## src/rtl/ttt_pkg.sv

```systemverilog
// ttt_pkg: shared encodings for the tic-tac-toe move sequencer and game controller.
//   - cell encoding (EMPTY/PX/PO), winner encoding (NONE/WX/WO/DRAW)
//   - sequencer state enum
//   - WIN_LINES: 8 lines of 3 cell indices. Entry [l][0..2] holds the cells of line l
//     in scan order: rows 0-2, columns 0-2, diagonal, anti-diagonal.
package ttt_pkg;

    localparam logic [1:0] EMPTY = 2'b00;
    localparam logic [1:0] PX    = 2'b01;
    localparam logic [1:0] PO    = 2'b10;

    localparam logic [1:0] NONE  = 2'b00;
    localparam logic [1:0] WX    = 2'b01;
    localparam logic [1:0] WO    = 2'b10;
    localparam logic [1:0] DRAW  = 2'b11;

    localparam int unsigned NUM_LINES = 8;

    typedef enum logic [1:0] {
        IDLE,
        SCAN,
        DONE
    } state_t;

    // Packed so it can be indexed by a run-time line number; line 0 is the last element.
    localparam logic [7:0][2:0][3:0] WIN_LINES = {
        {4'd6, 4'd4, 4'd2},  // 7: anti-diagonal
        {4'd8, 4'd4, 4'd0},  // 6: diagonal
        {4'd8, 4'd5, 4'd2},  // 5: column 2
        {4'd7, 4'd4, 4'd1},  // 4: column 1
        {4'd6, 4'd3, 4'd0},  // 3: column 0
        {4'd8, 4'd7, 4'd6},  // 2: row 2
        {4'd5, 4'd4, 4'd3},  // 1: row 1
        {4'd2, 4'd1, 4'd0}   // 0: row 0
    };

    function automatic logic [1:0] other_player(input logic [1:0] p);
        return (p == PX) ? PO : PX;
    endfunction

endpackage

```

## src/rtl/line_checker.sv

```systemverilog
// line_checker: combinational test of one win line on the board.
//   board_i  [17:0] board, cell i at [2i+1:2i]
//   line_i   [2:0]  line index into WIN_LINES
//   hit_o           all three cells equal and non-empty
//   player_o [1:0]  owner of the line on a hit, EMPTY otherwise
module line_checker
    import ttt_pkg::*;
(
    input  logic [17:0] board_i,
    input  logic [2:0]  line_i,
    output logic        hit_o,
    output logic [1:0]  player_o
);

    logic [1:0] c0, c1, c2;

    always_comb begin
        c0 = board_i[{WIN_LINES[line_i][0], 1'b0} +: 2];
        c1 = board_i[{WIN_LINES[line_i][1], 1'b0} +: 2];
        c2 = board_i[{WIN_LINES[line_i][2], 1'b0} +: 2];
        hit_o    = (c0 != EMPTY) && (c0 == c1) && (c1 == c2);
        player_o = hit_o ? c0 : EMPTY;
    end

endmodule

```

## src/rtl/move_sequencer.sv

```systemverilog
// move_sequencer: accepts player moves over valid/ready, validates them, keeps the board,
// scans the 8 win lines one per cycle after each move and reports the game result.
// All state updates on the rising edge of ph2; every output is a register.
//   ph1, ph2    two-phase clocks (ph1 is not needed by this block's logic)
//   reset       synchronous, active-low
//   newGame     synchronous restart, same effect as reset
//   moveValid   move request; moveCell [3:0] target cell 0..8
//   moveReady   block accepts a move this cycle (IDLE only)
//   moveAck     one-cycle pulse: move accepted
//   moveErr     one-cycle pulse: move rejected (occupied or out of range)
//   turn [1:0]  player to move; gBoard [17:0] board; gameIsDone, winner [1:0] result
module move_sequencer
    import ttt_pkg::*;
#(
    parameter logic [1:0]  FIRST_PLAYER = 2'b01,
    parameter int unsigned CELLS        = 9
) (
    input  logic         ph1,
    input  logic         ph2,
    input  logic         reset,
    input  logic         newGame,
    input  logic         moveValid,
    input  logic [3:0]   moveCell,
    output logic         moveReady,
    output logic         moveAck,
    output logic         moveErr,
    output logic [1:0]   turn,
    output logic [17:0]  gBoard,
    output logic         gameIsDone,
    output logic [1:0]   winner
);

    logic unused_ph1;
    assign unused_ph1 = ph1;

    state_t      state_q;
    logic [2:0]  line_q;
    logic [17:0] board_q;
    logic [1:0]  turn_q;
    logic [1:0]  winner_q;
    logic        done_q;
    logic        ready_q;
    logic        ack_q;
    logic        err_q;

    logic        cell_free;
    logic        board_full;
    logic [17:0] board_written;
    logic        line_hit;
    logic [1:0]  line_player;

    line_checker u_line_checker (
        .board_i  (board_q),
        .line_i   (line_q),
        .hit_o    (line_hit),
        .player_o (line_player)
    );

    // Legality and the post-move board. Out-of-range cells never match, so cell_free
    // stays low for them.
    always_comb begin
        cell_free     = 1'b0;
        board_full    = 1'b1;
        board_written = board_q;
        for (int unsigned i = 0; i < CELLS; i++) begin
            if (board_q[2*i +: 2] == EMPTY) begin
                board_full = 1'b0;
            end
            if (32'(moveCell) == i) begin
                cell_free             = (board_q[2*i +: 2] == EMPTY);
                board_written[2*i +: 2] = turn_q;
            end
        end
    end

    always_ff @(posedge ph2) begin
        if (!reset || newGame) begin
            state_q  <= IDLE;
            line_q   <= 3'd0;
            board_q  <= '0;
            turn_q   <= FIRST_PLAYER;
            winner_q <= NONE;
            done_q   <= 1'b0;
            ready_q  <= 1'b1;
            ack_q    <= 1'b0;
            err_q    <= 1'b0;
        end else begin
            ack_q <= 1'b0;
            err_q <= 1'b0;
            case (state_q)
                IDLE: begin
                    // ready_q is always high here, so moveValid alone is the handshake.
                    if (moveValid) begin
                        if (cell_free) begin
                            board_q <= board_written;
                            ack_q   <= 1'b1;
                            ready_q <= 1'b0;
                            line_q  <= 3'd0;
                            state_q <= SCAN;
                        end else begin
                            err_q <= 1'b1;
                        end
                    end
                end
                SCAN: begin
                    if (line_hit) begin
                        winner_q <= line_player;
                        done_q   <= 1'b1;
                        state_q  <= DONE;
                    end else if (line_q == 3'(NUM_LINES - 1)) begin
                        if (board_full) begin
                            winner_q <= DRAW;
                            done_q   <= 1'b1;
                            state_q  <= DONE;
                        end else begin
                            turn_q  <= other_player(turn_q);
                            ready_q <= 1'b1;
                            state_q <= IDLE;
                        end
                    end else begin
                        line_q <= line_q + 3'd1;
                    end
                end
                DONE: begin
                    // Result holds until newGame or reset.
                end
                default: begin
                    state_q <= IDLE;
                    ready_q <= 1'b1;
                end
            endcase
        end
    end

    assign moveReady  = ready_q;
    assign moveAck    = ack_q;
    assign moveErr    = err_q;
    assign turn       = turn_q;
    assign gBoard     = board_q;
    assign gameIsDone = done_q;
    assign winner     = winner_q;

endmodule

```

## config.mk

```make
export PLATFORM = sky130hd
export DESIGN_NAME = move_sequencer
export DESIGN_NICKNAME = d
export VERILOG_FILES = /design/src/rtl/ttt_pkg.sv /design/src/rtl/line_checker.sv /design/src/rtl/move_sequencer.sv
export SDC_FILE = /design/constraint.sdc
export NUM_CORES = 1
export LEC_CHECK = 0
export ABC_AREA = 1
export CAP_MARGIN = 40
export CORE_MARGIN = 2
export CORE_UTILIZATION = 45
export DETAILED_ROUTE_END_ITERATION = 10
export PLACE_DENSITY = 0.78
export SYNTH_ARGS = -nofsm -noshare
export SYNTH_HDL_FRONTEND = slang
export SYNTH_HIERARCHICAL = 1
export SYNTH_SLANG_ARGS = --single-unit
```

## constraint.sdc

```tcl
create_clock -name ph2 -period 2.3 [get_ports ph2]
set_clock_uncertainty 0.05 [all_clocks]
set_input_delay 0.23 -clock ph2 [delete_from_list [all_inputs] [get_ports ph2]]
set_output_delay 0.23 -clock ph2 [all_outputs]
set_load 0.02 [all_outputs]
```

== Word-level counts from Yosys, hierarchy flattened ==
Memories as Yosys holds them, arrays and structs flattened. A register that Yosys moved wholly into a read port is not among the register bits.
Cells that the tools add are included.

* Register bits after elaboration: 31
* Memory bits (read-only): 96
* Input port bits: 9
* Output and inout bits: 26
* Word-level logic and storage cells: 130
* Memories: 1

* Add/subtract/negate cells: 1
* $lt $le $gt $ge: 1
* Eq/ne operators: 21
* Shift-type cells: 3
* Mux-type cells: 47
* Bitwise logic cells: 5
* Reduce and logical (&&, ||, !) cells: 34

{| class="wikitable"
|+ Memories
! memory !! depth !! bits a word !! read ports !! clocked after Yosys merged registers in !! write ports !! line !! text
|-
| (no name shown) || 8 || 12 || 1 || 1 || 0 || line_checker.sv:18 || <nowiki>c0 = board_i[{WIN_LINES[line_i][0], 1'b0} +: 2];</nowiki>
|}

{| class="wikitable"
|+ Operators with widths
! kind !! number
|-
| $shiftx 18x6->2 || 3
|-
| $reduce_and 4->1 || 11
|-
| $mux 1 || 28
|-
| $logic_not 2->1 || 10
|-
| $mux 2 || 9
|-
| $mux 3 || 6
|-
| $eq 4x3->1 const B || 4
|-
| $mux 12 || 1
|-
| $ne 2x2->1 const B || 6
|-
| $eq 4x2->1 const B || 2
|-
| $reduce_bool 2->1 || 4
|-
| $pmux 2 s3 || 1
|-
| $pmux 3 s2 || 1
|-
| $reduce_and 6->1 || 1
|-
| $not 1->1 || 5
|-
| $reduce_and 5->1 || 1
|-
| $eq 2x1->1 const B || 2
|-
| $eq 2x2->1 || 2
|-
| $eq 4x1->1 const B || 1
|-
| $eq 4x4->1 const B || 1
|-
| $logic_not 4->1 || 1
|-
| $lt 3x4->1 const B || 1
|-
| $add 3x1->3 const B || 1
|-
| $eq 3x3->1 const B || 1
|-
| 8 further kinds || 9
|}

== Longest topological paths before layout ==
Gate-level depths: netlist of the first run.

* Depth after elaboration: 15
* Depth in mapped cells: 23
* Mapped depth without buffers: 23

== Modules after synthesis ==
Netlist of the first run, hierarchy kept.

{| class="wikitable"
|+ By module, submodules not included
! module !! instances !! cells each !! area each (µm²) !! seq. area each (µm²)
|-
| move_sequencer || 1 || 251 || 1,684.1 || 620.6
|-
| line_checker || 1 || 163 || 777.0 || 0.0
|}

== Worst setup path after synthesis of the first run ==
Ideal clock, no wire load.

* Path kind: register to register
* From: register line_q[0]
* To: register line_q[0]
* Library setup time: 0.115 ns
* Arrival time: 2.295 ns
* Data required time: 2.135 ns
* Slack: -0.160 ns
* Cell stages (with the launch flop): 22
* Buffers on the path: 1
* Period minus slack after synthesis: 2.460 ns
* Cells stage by stage: dfxtp_1 > inv_1 > ha_1 > buf_2 > inv_2 > nand2_1 > o21ai_2 > nand3_1 > nand2_1 > nand2_1 > nand2_1 > nor2_1 > nand2_1 > nand2_1 > nand2_1 > inv_1 > nor2_1 > inv_1 > nor2_1 > inv_1 > a21oi_1 > nor2_1

* Longest elaborated chain between the ends: 4
* Elaborated cells on any way between the ends: 7
* Those cells by class: add/sub (1); eq/ne (2); mux (3); reduce/logical (1)

{| class="wikitable"
|+ Ends and longest elaborated chain
! what !! line !! text
|-
| start, declared || move_sequencer.sv:37 || <nowiki>logic [2:0] line_q;</nowiki>
|-
| start signal, assigned || move_sequencer.sv:121 || <nowiki>line_q <= line_q + 3'd1;</nowiki>
|-
| $add 3x1->3 || move_sequencer.sv:121 ||
|-
| $mux 3 || move_sequencer.sv:110 || <nowiki>end else if (line_q == 3'(NUM_LINES - 1)) begin</nowiki>
|-
| $mux 3 || move_sequencer.sv:106 || <nowiki>if (line_hit) begin</nowiki>
|-
| $pmux 3 s2 || move_sequencer.sv:90 || <nowiki>case (state_q)</nowiki>
|}

Several ways; a longest one is shown, not always the timed one. The select of a mux whose other input is x is not followed.
A chain may end at the register's enable or synchronous reset.

== Final worst setup path of the first run ==
* From: register line_q[1]
* To: register line_q[0]

* Longest elaborated chain between the ends: 3

{| class="wikitable"
|+ Ends and longest elaborated chain
! what !! line
|-
| $eq 3x3->1 || move_sequencer.sv:110
|-
| $ne 2x2->1 (no line) || --
|-
| $reduce_and 5->1 (no line) || --
|}

No other way between the ends.

==> flow_summary.yaml, run 1 <==
place:
  io_buffers: 33
  dpl.cell_count: 537
  dp_hpwl_mm: 5.301
  routabilityCongestion: 0.9036
critical_path:
  arrival_ns: 2.48
  critPathCaptureType: "flip-flop"
  crit_fanout: 7
  r2r_setup_slack_ns: -0.05
  rr_worst_depth: 21
  crit_type: "reg -> reg"
  cp-startpoint: "line_q[1]"
  r2r_end: "line_q[0]"
  crit_path_start_kind: "flip-flop"
  required_ns: 2.43
  timing.rr.start: "line_q[1]"
synth:
  syn_area_um2: 2461
  synth_area_leaders: "dfxtp_1 25%, nand2_1 16%, nand3_1 14%, nor2_1 9.8%, inv_1 9.5%"
  async_reset_ff_share_pct: 0
  ys_seq_elements: 31
  synth_cells: 414
  ys_warn_count: 6
  synth_edf_count: 0
  yosysTopAreaCellShare_pct: 25.22
  synth_ff_type: "dfxtp_1"
  post_synth.cell_area_avg_um2: 5.945
  synth_top_area_cell: "dfxtp_1"
  synth.net_count: 429
  ys_types: 27
  synth_seq_area_share_pct: 25.22
status:
  violations: "setup timing"
  status: "complete, but fails checks"
clock_tree:
  hold_buffers: 0
  htreeDepth: 2
  clk_path_buf_depth: 2
  clk_latency_ns: 0.29
  numCtsBuffers: 5
  clk_pin_slew_worst_paths_ns: 0.07
  cts_tree: "built"
  ctsRootBufferMaster: "clkbuf_8"
  cts_sinks: 31
floorplanning:
  core_um2: 5205
  die_w_um: 77.96
  fp-row-count: 26
  start_util_pct: 47.28
  io_pins: 35
  dieHeight_um: 77.96
  dieArea_um2: 6077
route:
  ant_nets: 0
  drc_errors: 0
  viasPerCell: 5.097
  postRouteWirelength_mm: 7.311
  drtIter0Drc: 215
  drt_first_pass_iters: 4
  wl_per_cell_um: 13.13
  dr_total_vias: 2839
timing:
  tightest_slew_ns: 0.4127
  period_minus_slack_ns: 2.349
  fin_crit_sh_pct: 102.1
  slew_headroom_pct: 72.42
  setup_viol: 8
  rsz0062_at_grt: "true"
  maxSlewViolCount: 0
  hold_viol: 0
  fmax_mhz: 425.7
  fin_hold_ws_ns: 0.3969
  layout_setup_ws_ns: -0.04914
global_route:
  grt_overflow: 0
  grt_pass1_wl_mm: 12.08
  grt_pass1_vias: 2696
  grt_max_degree: 22
  track_usage_pct: 24.62
  antenna_found_initial: 0
finish:
  final_net_count: 501
  fillerInstances: 464
  layout-drive-gt1-share_pct: 27.52
  multiInputGateArea_um2: 1769
  area_growth_pct: 42.86
  antenna_cells: 0
  most-common-layout-cells: "91 x nand2_1, 59 x nor2_1, 54 x inv_1"
  stdcell_count: 557
  regArea_um2: 626.9
  final_common_cell: "nand2_1"
hold_path:
  hold_end: "moveReady"
  holdPathStages: 2
  hp-start: "moveReady"
  holdCritPathClass: "reg -> reg"
flow_run:
  maxCapViolCount: 0
power:
  power.leakage_nw: 1.579
  p_per_area_nw_per_um2: 428.5
  vdd_drop_max_mv: 0.3317
how the worst max path moves through the flow:
stage / to / slack, ns / cells after the start
after global routing: moveReady / -0.23 / 21
after detailed placement: line_q[2] / -0.16 / 19
final: line_q[0] / -0.05 / 21
after global placement: moveReady / -0.08 / 20
after floorplan: line_q[1] / 0.002 / 21
after CTS: line_q[0] / 0.002 / 20
where the power goes:
group	switching [mW]	leakage, nW	internal (mW)
sequential	0.00780	0.252	0.544
clock	0.212	0.0482	0.241
combinational	0.287	1.28	0.214
total	0.507	1.58	0.999
cell usage after synthesis, types with 4 or more instances:
cell and n:
nor3_1 5, nand3b_1 4, nor2_1 64, inv_2 4, ha_1 6, nand2_1 108
nand3_1 68, nand3_4 5, a21oi_1 16, nand4_1 6, dfxtp_1 31, o21ai_0 6
buf_2 4, nand2_2 4, nand2_4 4, inv_1 62
per-stage QoR:
stage                     power (mW)  TNS [ns]  utilization [%]  area, µm²  worst slack, ns
after global routing           1.581    -1.931            67.55       3516          -0.2327
after detailed placement      0.9404    -1.023            58.68       3054          -0.1648
after CTS                      1.438         0            63.73       3317         0.002339
after global placement        0.9342   -0.4140            58.68       3054         -0.07604
final                          1.506   -0.2264            67.55       3516         -0.04914
after floorplan               0.8221         0                -       2470         0.002487
critical path, stage by stage, from the launching register on:
cell     delay [ns]
dfxtp_2        0.35
inv_4          0.05
ha_4           0.18
nand2_2        0.16
buf_4          0.15
nand3_1        0.07
nand3_1        0.10
nand2_1        0.07
nand2_2        0.09
nand2_2        0.06
nor2_2         0.07
nand2_1        0.06
nand2_1        0.08
nand2_2        0.08
inv_2          0.08
nor2_1         0.04
inv_1          0.07
nor2_1         0.05
inv_2          0.16
nand3_2        0.09
nand2_1        0.09
nor2_1         0.05
repair_timing:
item,4_1_cts,5_1_grt
setup endpoints to repair,11,11
cloned,1,0
pin swaps,22,28
gates resized for setup,34,43
buffers inserted,6,5
registers in the layout (all words and copies together), names as in the netlist:
| name | count |
|---|---|
| gameIsDone | 1 |
| moveReady | 1 |
| gBoard | 18 |
| state_q | 2 |
| winner | 2 |
| line_q | 3 |
| turn | 2 |
| moveErr | 1 |
| moveAck | 1 |
routing by layer:
metal  up-vias  wire [µm]  share of wire (%)  GRT usage, %
li1       1448          -                  -             -
met1      1310       3279                 45         31.15
met2        66       3602                 49         42.41
met3        15        286                3.9         3.721
met4         0        143                2.0         8.596
met5         -          0                  0             0
cell families (layout without fill, tap and decap cells):
kind of cell	count (synthesis)	count (layout)	share of synthesized area, %
and+or+nand+nor	275	276	52.82
buffers and inverters	78	150	13.78
DFF	31	31	25.22
AOI/OAI and AO/OA	24	24	5.135
adders and majority gates	6	6	3.050
final cells by class:
type	instances	share of cell area (%)
clock inverter	1	0.1423
multi-input combinational	306	50.32
clock buffer	7	2.456
tap	70	2.491
sequential	31	17.83
timing repair buffer	74	19.07
inverter	68	7.687
Power figures use the tool's default switching activity.
==> run 2: changes to the inputs <==
- ABC_CLOCK_PERIOD_IN_PS: unset -> 3000
- PLACE_DENSITY: 0.78 -> 0.75
- clock period: 2.3 -> 3 ns (I/O delays scaled with it)
==> run 2 against run 1 <==
Effect of this change: the run now ends clean; die area did not move; cell area shrank 17%; critical path depth is the same; routed wire length shrank 15%; setup slack better by 0.46 ns; combinational power down 50%; register-to-register slack better by 0.46 ns; critical path type unchanged; largest cell class unchanged; largest power group unchanged; highest routed layer unchanged.
==> flow_summary.yaml, run 2 (same netlist as run 1, synthesis figures left out) <==
route:
  drc_errors: 0
  postRouteWirelength_mm: 6.200
  viasPerCell: 5.087
  drtIter0Drc: 215
  wl_per_cell_um: 11.97
  ant_nets: 0
  dr_total_vias: 2635
  drt_first_pass_iters: 5
clock_tree:
  cts_sinks: 31
  htreeDepth: 2
  cts_resized: 0
  ctsRootBufferMaster: "clkbuf_8"
  numCtsBuffers: 5
  hold_buffers: 0
  cts_tree: "built"
  post_cts_buffers: 0
  clk_pin_slew_worst_paths_ns: 0.07
  clk_latency_ns: 0.28
  clk_path_buf_depth: 2
timing:
  rsz0062_at_grt: "false"
  layout_setup_ws_ns: 0.4137
  maxSlewViolCount: 0
  fmax_mhz: 386.7
  setup_viol: 0
  period_minus_slack_ns: 2.586
  tightest_slew_ns: 0.4887
  fin_setup_tns_ns: 0
  slew_headroom_pct: 67.37
  hold_viol: 0
  fin_crit_sh_pct: 86.21
place:
  dp_hpwl_mm: 4.742
  pre_cts_slack_ns: 0.2706
  io_buffers: 33
  routabilityCongestion: 0.9388
critical_path:
  critPathCaptureType: "flip-flop"
  required_ns: 3.13
  crit_path_start_kind: "flip-flop"
  timing.rr.start: "line_q[1]"
  arrival_ns: 2.72
  r2r_end: "line_q[1]"
  crit_type: "reg -> reg"
  crit_fanout: 9
  r2r_setup_slack_ns: 0.41
  rr_worst_depth: 21
floorplanning:
  start_util_pct: 47.28
  dieArea_um2: 6077
  fp-row-count: 26
  core_um2: 5205
  dieHeight_um: 77.96
  die_w_um: 77.96
  io_pins: 35
finish:
  regArea_um2: 623.1
  antenna_cells: 0
  final_util_pct: 56.30
  final_common_cell: "nand2_1"
  multiInputGateArea_um2: 1514
  largest_reg_flops: 18
  most-common-layout-cells: "108 x nand2_1, 68 x nand3_1, 64 x nor2_1"
  final_net_count: 463
  layout-drive-gt1-share_pct: 8.705
  area_growth_pct: 19.06
  fillerInstances: 522
power:
  vdd_drop_max_mv: 0.2690
  power.leakage_nw: 1.335
  p_total_mw: 1.007
  p_per_area_nw_per_um2: 343.6
global_route:
  grt_pass1_vias: 2422
  grt_pass1_wl_mm: 10.98
  grt_overflow: 0
  track_usage_pct: 22.24
  grt_max_degree: 23
  antenna_found_initial: 0
flow_run:
  maxCapViolCount: 0
hold_path:
  hp-start: "moveReady"
  holdCritPathClass: "reg -> reg"
  holdPathStages: 2
  hold_end: "moveReady"
status:
  status: "finished, final reports clean"
## run 2: power breakdown
group          internal [mW]  total, mW  switching (mW)
logic                 0.0834      0.249           0.166
clock network          0.180      0.334           0.154
registers              0.418      0.424         0.00629
## run 2: critical path, cell delays in order, from the launching register on
cell and delay (ns):
dfxtp_2 0.34, inv_1 0.15, ha_1 0.27, nand2_2 0.16, nand2_2 0.18, nand2_1 0.07
nand3_1 0.07, nand2_1 0.06, nand2_1 0.09, nand2_1 0.06, nor2_1 0.09, nand2_1 0.06
nand2_1 0.06, nand2_1 0.10, inv_1 0.13, nor2_1 0.06, inv_1 0.06, nor2_1 0.04
inv_1 0.16, nand3_1 0.11, nand2_1 0.07, nor2_1 0.04
## run 2: how the worst max path moves through the flow
stage | startpoint | endpoint
2_1_floorplan | line_q[0] | line_q[0]
3_3_place_gp | line_q[1] | line_q[0]
3_5_place_dp | line_q[1] | line_q[2]
4_1_cts | line_q[1] | line_q[1]
5_1_grt | line_q[1] | line_q[1]
6_report | line_q[1] | line_q[1]
## run 2: per-stage QoR
| step | instances | hold slack (ns) | cell area, µm² |
|---|---|---|---|
| 6_report | 518 | 0.4035 | 2930 |
| 4_1_cts | 518 | 0.4017 | 2915 |
| 5_1_grt | 518 | 0.4236 | 2930 |
| 3_5_place_dp | 511 | 0.3863 | 2828 |
| 2_1_floorplan | 414 | 0.4118 | 2461 |
| 3_3_place_gp | 511 | 0.3840 | 2828 |
## run 2: area by class of cell
cell class / instances / share of cell area, %
Tap cell: 70 / 2.989
Clock buffer: 6 / 2.818
Multi-Input combinational cell: 305 / 51.67
Sequential cell: 31 / 21.26
Clock inverter: 1 / 0.1708
Inverter: 68 / 8.796
Timing Repair Buffer: 37 / 12.30
## run 2: routing by layer
metal | wire length (µm) | part of all wire (%) | vias to the layer above | track usage, %
li1 | - | - | 1367 | -
met1 | 2897 | 47 | 1149 | 30.25
met2 | 2757 | 44 | 106 | 35.00
met3 | 417 | 6.7 | 13 | 3.721
met4 | 129 | 2.1 | 0 | 8.772
met5 | 0 | 0 | - | 0
==> run 3: changes to the inputs <==
--- a/constraint.sdc
+++ b/constraint.sdc
@@ -4,2 +4,2 @@
 set_output_delay 0.3 -clock ph2 [all_outputs]
-set_load 0.02 [all_outputs]
+set_load 0.1 [all_outputs]
==> run 3 against run 2 <==
Effect of this change: final cell count grew 0.39%; first-iteration DRC count is 20% higher; critical path depth shrank 1; largest cell class unchanged; largest power group unchanged; highest routed layer unchanged.
==> flow_summary.yaml, run 3 (same netlist as run 1, synthesis figures left out) <==
power:
  combPwrFrac_pct: 26.2
  power.leakage_nw: 1.379
  switching_share_pct: 34.74
  pwr-share-seq_pct: 41.8
  clkPwrFrac_pct: 32.0
  p_total_mw: 1.013
  internal_power_mw: 0.6610
  switchingPower_mw: 0.3519
  vdd_drop_max_mv: 0.2481
  p_per_area_nw_per_um2: 354.5
finish:
  antenna_cells: 0
  regArea_um2: 620.6
  fillerInstances: 536
  largest_reg_flops: 18
  most-common-layout-cells: "108 x nand2_1, 68 x nand3_1, 63 x nor2_1"
  layout-drive-gt1-share_pct: 14.44
  multiInputGateArea_um2: 1504
  area_growth_pct: 16.12
  final_net_count: 464
  final_common_cell: "nand2_1"
  stdcell_count: 520
critical_path:
  crit_fanout: 6
  critPathCaptureType: "flip-flop"
  arrival_ns: 2.85
  required_ns: 3.13
  crit_type: "reg -> reg"
  crit_path_start_kind: "flip-flop"
floorplanning:
  fp-row-count: 26
  start_util_pct: 47.28
  core_um2: 5205
  dieArea_um2: 6077
  io_pins: 35
  dieHeight_um: 77.96
  die_w_um: 77.96
timing:
  fin_setup_tns_ns: 0
  fin_crit_sh_pct: 90.44
  tightest_slew_ns: 0.4883
  fmax_mhz: 368.6
  hold_viol: 0
  rsz0062_at_grt: "false"
  slew_headroom_pct: 67.40
  maxSlewViolCount: 0
  setup_viol: 0
  period_minus_slack_ns: 2.713
route:
  wl_per_cell_um: 11.98
  postRouteWirelength_mm: 6.230
  drtIter0Drc: 257
  drt_first_pass_iters: 4
  ant_nets: 0
  drc_errors: 0
  viasPerCell: 5.148
  dr_total_vias: 2677
clock_tree:
  numCtsBuffers: 5
  ctsRootBufferMaster: "clkbuf_8"
  cts_sinks: 31
  htreeDepth: 2
  cts_tree: "built"
  clk_latency_ns: 0.29
  clk_pin_slew_worst_paths_ns: 0.07
  post_cts_buffers: 0
  clk_path_buf_depth: 2
global_route:
  grt_pass1_wl_mm: 10.87
  grt_pass1_vias: 2438
  grt_max_degree: 23
  antenna_found_initial: 0
  track_usage_pct: 22.08
  grt_overflow: 0
place:
  dp_hpwl_mm: 4.844
  dpl.cell_count: 512
  routabilityCongestion: 0.9014
  io_buffers: 33
status:
  status: "finished, final reports clean"
hold_path:
  holdCritPathClass: "reg -> reg"
flow_run:
  maxCapViolCount: 0
## run 3: cell types whose count changed in the layout (fill, tap and decap cells not counted), moves of 2 or more
cell             change
dfxtp_2              -2
clkdlybuf4s50_1     -26
dfxtp_1              +2
buf_4               +27
## run 3: worst paths after layout
| path | cells after the start | slack (ns) | end | start |
|---|---|---|---|---|
| setup / recovery | 20 | 0.29 | moveReady | line_q[1] |
| setup reg to reg | 20 | 0.29 | moveReady | line_q[1] |
| hold / removal | 2 | 0.41 | moveReady | moveReady |
| hold reg to reg | 2 | 0.41 | moveReady | moveReady |
## run 3: power groups by stage
stage | clock [mW] | sequential [mW] | combinational [mW]
after detailed placement | 0 | 0.433 | 0.261
after CTS | 0.330 | 0.423 | 0.261
after global placement | 0 | 0.433 | 0.257
after floorplan | 0 | 0.452 | 0.195
final | 0.325 | 0.423 | 0.265
after global routing | 0.354 | 0.424 | 0.297
## run 3: through the flow
stage	worst slack, ns	hold slack (ns)	utilization [%]	cell area [µm²]
2_1_floorplan	0.5394	0.4118	-	2461
3_3_place_gp	0.3201	0.3864	53.22	2770
3_5_place_dp	0.2522	0.3954	53.22	2770
4_1_cts	0.2316	0.4068	54.86	2855
5_1_grt	0.01227	0.4318	54.90	2858
6_report	0.2869	0.4054	54.90	2858
## run 3: per-layer routing
layer	up-vias	wire [µm]	global-route usage, %
met3	19	407	4.186
met1	1186	2842	28.22
met4	0	130	7.719
met2	101	2849	37.07
li1	1371	-	-
met5	-	0	0
## run 3: critical path: stages, from the launching register on
cell and delay, ns:
dfxtp_1 0.38, inv_1 0.10, ha_1 0.41, nand2_1 0.10
o21ai_1 0.21, inv_2 0.12, nand3_1 0.14, nand2_1 0.07
nand2_1 0.05, nand2_1 0.05, nand2_1 0.06, nand2_1 0.05
nand2_1 0.12, inv_1 0.10, inv_1 0.08, nand3_1 0.11
nand2_1 0.10, nand2_1 0.04, nand3b_1 0.15, nand2_1 0.06
nand2_1 0.04
## run 3: layout make-up
cell class | instances | share of cell area (%)
Clock buffer | 6 | 2.539
Clock inverter | 2 | 0.4378
Inverter | 68 | 9.019
Multi-Input combinational cell | 305 | 52.63
Sequential cell | 31 | 21.72
Tap cell | 70 | 3.065
Timing Repair Buffer | 38 | 10.60
## run 3: repair_timing
item                                    in CTS  in global routing
hold buffers                                 0                  0
endpoints found under the setup margin       0                  4
resized for setup                            0                  3
hold endpoints to repair                     0                  0
